==> src/rtl/lcd_stream_reader.sv <==
// lcd_stream_reader
// Consumer side of the framed 17-bit video FIFO. Pops words with a one-cycle
// read latency, checks frame/row framing, strips marker words and presents
// RGB565 pixels with sof/sol/eol/eof tags on a valid/ready interface through
// a 2-entry skid buffer.

module lcd_stream_reader #(
    parameter int FRAME_WIDTH  = 480,
    parameter int FRAME_HEIGHT = 272
) (
    input  logic        clk,
    input  logic        reset_n,
    input  logic        queue_empty,
    input  logic [16:0] queue_data,
    output logic        queue_rd_en,
    output logic [15:0] pix_data,
    output logic        pix_valid,
    input  logic        pix_ready,
    output logic        pix_sof,
    output logic        pix_sol,
    output logic        pix_eol,
    output logic        pix_eof,
    output logic        frame_done,
    output logic        fmt_error,
    output logic [2:0]  err_code
);

    localparam int CW = (FRAME_WIDTH  > 1) ? $clog2(FRAME_WIDTH)  : 1;
    localparam int RW = (FRAME_HEIGHT > 1) ? $clog2(FRAME_HEIGHT) : 1;

    localparam logic [CW-1:0] COL_LAST = CW'(FRAME_WIDTH - 1);
    localparam logic [RW-1:0] ROW_LAST = RW'(FRAME_HEIGHT - 1);

    localparam logic [16:0] WORD_SOF = 17'h10000;
    localparam logic [16:0] WORD_SOL = 17'h10001;
    localparam logic [16:0] WORD_EOF = 17'h1FFFF;

    localparam logic [2:0] ERR_NONE     = 3'd0;
    localparam logic [2:0] ERR_NO_SOF   = 3'd1;
    localparam logic [2:0] ERR_NO_SOL   = 3'd2;
    localparam logic [2:0] ERR_IN_ROW   = 3'd3;
    localparam logic [2:0] ERR_NO_EOF   = 3'd4;

    typedef enum logic [1:0] {
        ST_WAIT_SOF = 2'd0,
        ST_WAIT_SOL = 2'd1,
        ST_PIXELS   = 2'd2,
        ST_WAIT_EOF = 2'd3
    } state_t;

    // Buffer entry layout: {eof, eol, sol, sof, data[15:0]}
    localparam int EW = 20;

    state_t          state_q, state_d;
    logic [CW-1:0]   col_q, col_d;
    logic [RW-1:0]   row_q, row_d;
    logic            en_q;
    logic            inflight_q;
    logic [EW-1:0]   slot0_q, slot0_d;
    logic [EW-1:0]   slot1_q, slot1_d;
    logic            valid0_q, valid0_d;
    logic            valid1_q, valid1_d;
    logic            frame_done_q, frame_done_d;
    logic            fmt_error_q, fmt_error_d;
    logic [2:0]      err_code_q, err_code_d;

    logic [1:0]      occ_s;
    logic            push_s;
    logic            accept_s;
    logic [EW-1:0]   entry_s;
    logic            sof_s, sol_s, eol_s, eof_s;

    // Slots already filled plus the word still in flight bound the pop
    // decision; the downstream ready is deliberately kept out of this path.
    assign occ_s       = {1'b0, valid0_q} + {1'b0, valid1_q} + {1'b0, inflight_q};
    assign queue_rd_en = en_q & ~queue_empty & (occ_s < 2'd2);
    assign accept_s    = valid0_q & pix_ready;

    assign pix_data   = slot0_q[15:0];
    assign pix_sof    = slot0_q[16];
    assign pix_sol    = slot0_q[17];
    assign pix_eol    = slot0_q[18];
    assign pix_eof    = slot0_q[19];
    assign pix_valid  = valid0_q;
    assign frame_done = frame_done_q;
    assign fmt_error  = fmt_error_q;
    assign err_code   = err_code_q;

    // Tags for a pixel word derived from the current row/column position.
    always_comb begin
        sof_s   = (row_q == '0) && (col_q == '0);
        sol_s   = (col_q == '0);
        eol_s   = (col_q == COL_LAST);
        eof_s   = eol_s && (row_q == ROW_LAST);
        entry_s = {eof_s, eol_s, sol_s, sof_s, queue_data[15:0]};
    end

    // Framing FSM: next state, counters and status pulses per sampled word.
    always_comb begin
        state_d      = state_q;
        col_d        = col_q;
        row_d        = row_q;
        push_s       = 1'b0;
        frame_done_d = 1'b0;
        fmt_error_d  = 1'b0;
        err_code_d   = err_code_q;
        if (inflight_q) begin
            case (state_q)
                ST_WAIT_SOF: begin
                    if (queue_data == WORD_SOF) begin
                        state_d = ST_WAIT_SOL;
                        row_d   = '0;
                    end else begin
                        fmt_error_d = 1'b1;
                        err_code_d  = ERR_NO_SOF;
                    end
                end
                ST_WAIT_SOL: begin
                    if (queue_data == WORD_SOL) begin
                        state_d = ST_PIXELS;
                        col_d   = '0;
                    end else if (queue_data == WORD_SOF) begin
                        row_d       = '0;
                        fmt_error_d = 1'b1;
                        err_code_d  = ERR_NO_SOL;
                    end else begin
                        state_d     = ST_WAIT_SOF;
                        fmt_error_d = 1'b1;
                        err_code_d  = ERR_NO_SOL;
                    end
                end
                ST_PIXELS: begin
                    if (!queue_data[16]) begin
                        push_s = 1'b1;
                        if (col_q == COL_LAST) begin
                            col_d = '0;
                            if (row_q == ROW_LAST) begin
                                state_d = ST_WAIT_EOF;
                            end else begin
                                row_d   = row_q + RW'(1);
                                state_d = ST_WAIT_SOL;
                            end
                        end else begin
                            col_d = col_q + CW'(1);
                        end
                    end else if (queue_data == WORD_SOF) begin
                        // Early frame start: resynchronise on it.
                        state_d     = ST_WAIT_SOL;
                        row_d       = '0;
                        fmt_error_d = 1'b1;
                        err_code_d  = ERR_IN_ROW;
                    end else begin
                        state_d     = ST_WAIT_SOF;
                        fmt_error_d = 1'b1;
                        err_code_d  = ERR_IN_ROW;
                    end
                end
                ST_WAIT_EOF: begin
                    if (queue_data == WORD_EOF) begin
                        state_d      = ST_WAIT_SOF;
                        frame_done_d = 1'b1;
                    end else if (queue_data == WORD_SOF) begin
                        state_d     = ST_WAIT_SOL;
                        row_d       = '0;
                        fmt_error_d = 1'b1;
                        err_code_d  = ERR_NO_EOF;
                    end else begin
                        state_d     = ST_WAIT_SOF;
                        fmt_error_d = 1'b1;
                        err_code_d  = ERR_NO_EOF;
                    end
                end
                default: begin
                    state_d = ST_WAIT_SOF;
                end
            endcase
        end else begin
            state_d = state_q;
        end
    end

    // Skid buffer: slot0 is always the head; slot1 only fills while slot0 is held.
    always_comb begin
        slot0_d  = slot0_q;
        slot1_d  = slot1_q;
        valid0_d = valid0_q;
        valid1_d = valid1_q;
        case ({push_s, accept_s})
            2'b11: begin
                if (valid1_q) begin
                    slot0_d = slot1_q;
                    slot1_d = entry_s;
                end else begin
                    slot0_d = entry_s;
                end
            end
            2'b01: begin
                slot0_d  = slot1_q;
                valid0_d = valid1_q;
                valid1_d = 1'b0;
            end
            2'b10: begin
                if (!valid0_q) begin
                    slot0_d  = entry_s;
                    valid0_d = 1'b1;
                end else begin
                    slot1_d  = entry_s;
                    valid1_d = 1'b1;
                end
            end
            default: begin
                slot0_d = slot0_q;
            end
        endcase
    end

    // State, counters, buffer and status registers.
    always_ff @(posedge clk or negedge reset_n) begin
        if (!reset_n) begin
            state_q      <= ST_WAIT_SOF;
            col_q        <= '0;
            row_q        <= '0;
            en_q         <= 1'b0;
            inflight_q   <= 1'b0;
            slot0_q      <= '0;
            slot1_q      <= '0;
            valid0_q     <= 1'b0;
            valid1_q     <= 1'b0;
            frame_done_q <= 1'b0;
            fmt_error_q  <= 1'b0;
            err_code_q   <= ERR_NONE;
        end else begin
            state_q      <= state_d;
            col_q        <= col_d;
            row_q        <= row_d;
            en_q         <= 1'b1;
            inflight_q   <= queue_rd_en;
            slot0_q      <= slot0_d;
            slot1_q      <= slot1_d;
            valid0_q     <= valid0_d;
            valid1_q     <= valid1_d;
            frame_done_q <= frame_done_d;
            fmt_error_q  <= fmt_error_d;
            err_code_q   <= err_code_d;
        end
    end

endmodule

==> config.mk <==
export PLATFORM = sky130hd
export DESIGN_NAME = lcd_stream_reader
export DESIGN_NICKNAME = d
export VERILOG_FILES = /design/src/rtl/lcd_stream_reader.sv
export SDC_FILE = /design/constraint.sdc
export NUM_CORES = 1
export LEC_CHECK = 0
export ABC_AREA = 1
export CAP_MARGIN = 20
export CORE_MARGIN = 3
export CORE_UTILIZATION = 41
export CTS_BUF_LIST = sky130_fd_sc_hd__clkbuf_16
export CTS_CLUSTER_DIAMETER = 120
export DETAILED_ROUTE_END_ITERATION = 7
export SLEW_MARGIN = 20
export SYNTH_ARGS = -nofsm -noshare
export SYNTH_HDL_FRONTEND = slang
export SYNTH_SLANG_ARGS = --single-unit
==> constraint.sdc <==
create_clock -name clk -period 6.9 [get_ports clk]
set_input_delay 2.07 -clock clk [delete_from_list [all_inputs] [get_ports clk]]
set_output_delay 2.07 -clock clk [all_outputs]
set_load 0.1 [all_outputs]
Word level (Yosys, flattened, before mapping) --
Cells that the tools add are included.
Word-level totals: bits in registers 69, input bits 21, word-level logic and storage cells 107
Cells by class: $add $sub $neg 4, magnitude comparators 1, eq/ne operators 24, muxes and demuxes 46, bitwise operators 4, reductions and logical operators 16
Operator list (number):
- $mux 9 | 9
- $mux 20 | 4
- $pmux 20 s3 | 1
- $eq 17x17->1 const B | 3
- $pmux 20 s2 | 1
- $pmux 9 s4 | 1
- $ne 2x2->1 const B | 10
- $add 9x1->9 const B | 2
- $eq 9x9->1 const B | 2
- $logic_not 9->1 | 2
- $pmux 9 s2 | 1
- $mux 2 | 7
- $mux 1 | 13
- $mux 3 | 4
- $pmux 3 s4 | 1
- $reduce_and 5->1 | 2
- $ne 3x3->1 const B | 3
- $eq 2x2->1 const B | 4
- $pmux 2 s4 | 1
- $reduce_and 4->1 | 2
- $reduce_bool 2->1 | 3
- $eq 2x1->1 const B | 2
- $pmux 1 s2 | 2
- $pmux 1 s4 | 1
- other kinds (10) | 14

Longest topological paths before layout --
word-level depth 6, depth in mapped cells 15

Worst setup path before layout --
OpenSTA, ideal clock, no wires.
path kind in2out, from in queue_empty, to out queue_rd_en, data arrival time 6833 ps, required time 4830 ps, setup slack -2003 ps, stages 1, buffers on the path 0, path through a2111oi_0
Between the ends: word-level cells in the longest chain between the ends 3
Ends and longest elaborated chain:
- start: declaration | RTL line 13 | input logic queue_empty,
- $not 1->1 | RTL line 76 | assign queue_rd_en = en_q & ~queue_empty & (occ_s < 2'd2);
- $and 1x1->1 (2 in a row) | RTL line 76
- end: declaration | RTL line 15 | output logic queue_rd_en,
Every way passes these cells.

Worst setup path in the final report --
Same ends and word-level chain as after synthesis.

==> reports/metrics.cfg <==
[outcome]
outcome = finished, final reports clean

[sta]
setup_viol = 0
drv_slew = 0
rsz0062_at_grt = false
skew_ns = 0.00838
hold_viol_final = 0
worstMarginPinSlew_ns = 0.980
finalCritPeriodShare = 0.760
min_period_ns = 5.24
slew-limit-headroom = 0.345
max_clock_freq_mhz = 191
setup_tns_ns = 0

[min_path]
holdPathStages = 2
hold_class = flop to flop
holdCritStartpoint = err_code[2]
min_delay_worst_endpoint = err_code[2]

[die]
ios = 48
chipWidth_microns = 107
core_area_sq_um = 9820
start_util = 0.423
rows = 36
die_h_microns = 107
dieArea_sq_um = 11400

[critical_path]
cpPeakStageDelay_ns = 0.41
cpLargestDelayFamily = buffers and inverters
required_ns = 4.83
cp_cell_sequence = clkdlybuf4s50_1, a2111oi_2, buf_4
cp.arrival_ns = 3.17
r2r_setup_slack_ns = 3.80
critPathMaxFanout = 2
reg2reg_to = slot1_q[17]
cp_num_buf_inv = 2
worstSetupEndpointType = output port
r2r_cells = 12
cpMaxStageDelayCell = clkdlybuf4s50_1
r2r-start = state_q[0]
start_kind = primary input
critical_path_class = primary input to output port

[clocking]
numCtsBuffers = 9
cts_root_buffer = clkbuf_16
cts_resized = 0
clk_latency_ns = 0.33
cts_tree = built
cts_hold_buf = 0
cts_buffer_depth = 2
cts.clk_slew.worst_paths_ns = 0.05
htreeDepth = 3
cts_setup_buffers = 0
cts_sinks = 69

[route]
drtIter0Drc = 169
wl_mm = 9.79
ant_nets = 0
num_vias = 3711
firstDrtPassIters = 4
drc = 0
wl_per_cell_microns = 13.2
vias_per_cell = 4.99

[place]
place_hpwl_mm = 6.82
place_congestion = 0.883
dpl-instance-area_sq_um = 4690
portBuffers = 47

[layout]
area_growth_pct = 21.0
nets = 639
diodes = 0
layout-drive-gt1-share = 0.0836
n_fill_cell = 977
stdcell_area_sq_um = 5030

[power]
peakVddDrop_v = 0.000274
power_density_nw_per_um2 = 427
p_leak_uw = 0.00232

[global_routing]
grt_pass1_wl_mm = 16.6
grt.overflow.total = 0
grt_pass1_vias = 3543
track_usage = 0.180
antenna_found_initial = 0
grt_max_degree = 70

[logic_synthesis]
synthTopCellsByCount = nand2_1, dfrtp_1, inv_1
avgSynthCellArea_sq_um = 7.36
async_reset_ff_frac = 1.00
synthDistinctLibCells = 36
yosys_register_bits = 69
synth_nets = 599
syn_area_sq_um = 4160
synthFlopType = dfrtp_1
synth-edff-count = 0
synth.most_common_cell = nand2_1
yosysWarnings = 0
syn_inst = 565
synth.area.top_cells = dfrtp_1, nand2_1, o21ai_0
yosysSeqAreaShare = 0.415
yosys.area.top_type = dfrtp_1
synth_top_area_frac = 0.415

[flow_run]
max_cap_violations = 0

==> worst min-delay path, delay by kind of cell, from the launching register on <==
kind / cells / cell delay [ns]
simple gates: 2 / 0.10
flops: 1 / 0.34
==> flip-flops by register name (all words and copies together) (netlist names) <==
signal	cells
frame_done	1
slot0_q	20
slot1_q	20
state_q	2
inflight_q	1
fmt_error	1
pix_valid	1
err_code	3
row_q	9
col_q	9
valid1_q	1
en_q	1
==> through the flow <==
stage / total power [uW] / worst slack [ns] / hold slack [ns] / cells / utilization
floorplan: 1390 / 0.823 / 0.453 / 565 / -
global route: 2250 / 1.58 / 0.494 / 743 / 0.512
CTS: 2170 / 1.63 / 0.480 / 743 / 0.512
global placement: 1620 / 1.67 / 0.464 / 727 / 0.478
detailed placement: 1630 / 1.64 / 0.462 / 727 / 0.478
finish: 2150 / 1.66 / 0.476 / 743 / 0.512
==> how the worst max path moves through the flow <==
stage | to | start | slack (ns) | cells after the start
6_report | queue_rd_en | queue_empty | 1.66 | 3
5_1_grt | queue_rd_en | queue_empty | 1.58 | 3
4_1_cts | queue_rd_en | queue_empty | 1.63 | 3
3_5_place_dp | queue_rd_en | queue_empty | 1.64 | 3
3_3_place_gp | queue_rd_en | queue_empty | 1.67 | 3
2_1_floorplan | queue_rd_en | queue_empty | 0.82 | 1
==> layer usage <==
metal | routed length (microns) | vias to the layer above | share of wire | GRT usage
met5 | 0 | - | 0 | 0
met4 | 146 | 0 | 0.015 | 0.0630
met3 | 421 | 9 | 0.043 | 0.0379
met2 | 4590 | 78 | 0.47 | 0.291
met1 | 4640 | 1707 | 0.47 | 0.240
li1 | - | 1917 | - | -
==> cell type report <==
type	count	area, sq um	share of cell area
inverters	75	294	0.0584
clock buffers	9	225	0.0448
flip-flops and latches	69	1730	0.343
multi-input cells	400	2020	0.401
clock inverters	7	115	0.0229
repair buffers	50	485	0.0965
well taps	133	166	0.0331
==> where the power goes <==
group | internal (uW) | leakage [uW] | switching [uW]
sequential | 498 | 0.000884 | 66.9
clock | 352 | 0.000167 | 176
combinational | 252 | 0.00127 | 801
total | 1100 | 0.00232 | 1040
==> cell families (layout without fill, tap and decap cells) <==
| family | after synthesis | in the layout | share of synthesized area |
|---|---|---|---|
| AOI/OAI and AO/OA | 118 | 118 | 0.157 |
| and+or+nand+nor | 265 | 265 | 0.280 |
| DFF | 69 | 69 | 0.415 |
| xor gates and xnor gates | 3 | 3 | 0.00632 |
| buffers and inverters | 96 | 141 | 0.102 |
| adders and majority gates | 13 | 13 | 0.0391 |
| other | 1 | 1 | 0.000902 |
==> cells in the final DEF (no fill, tap or decap) <==
cell type        synthesis  layout
nand2_1                150     150
inv_1                   69      69
dfrtp_1                 69      69
nor2_1                  53      53
o21ai_0                 53      53
clkdlybuf4s50_1          0      45
a21oi_1                 27      27
nand3_1                 26      26
o22ai_1                 17      17
a31oi_1                 16      16
ha_1                    13      13
nand4_1                  9       9
clkbuf_16                0       9
nand2_2                  8       8
nor2_2                   5       5
nand3_2                  5       5
buf_4                    0       4
inv_4                    3       3
xor2_1                   3       3
bufinv_16                0       3
nor2_4                   2       2
inv_2                    1       2
clkinv_4                 1       2
nor3_1                   2       2
nand3b_1                 2       2
nor2_8                   1       1
a2111oi_2                0       1
nor4_1                   1       1
o21ai_2                  0       1
nor3_2                   1       1
clkinv_1                 1       1
a21oi_4                  1       1
a21o_1                   1       1
a22oi_1                  1       1
clkinvlp_4               0       1
clkinv_2                 0       1
conb_1                   1       1
buf_2                    1       1
(Power assumes the default switching activity.)
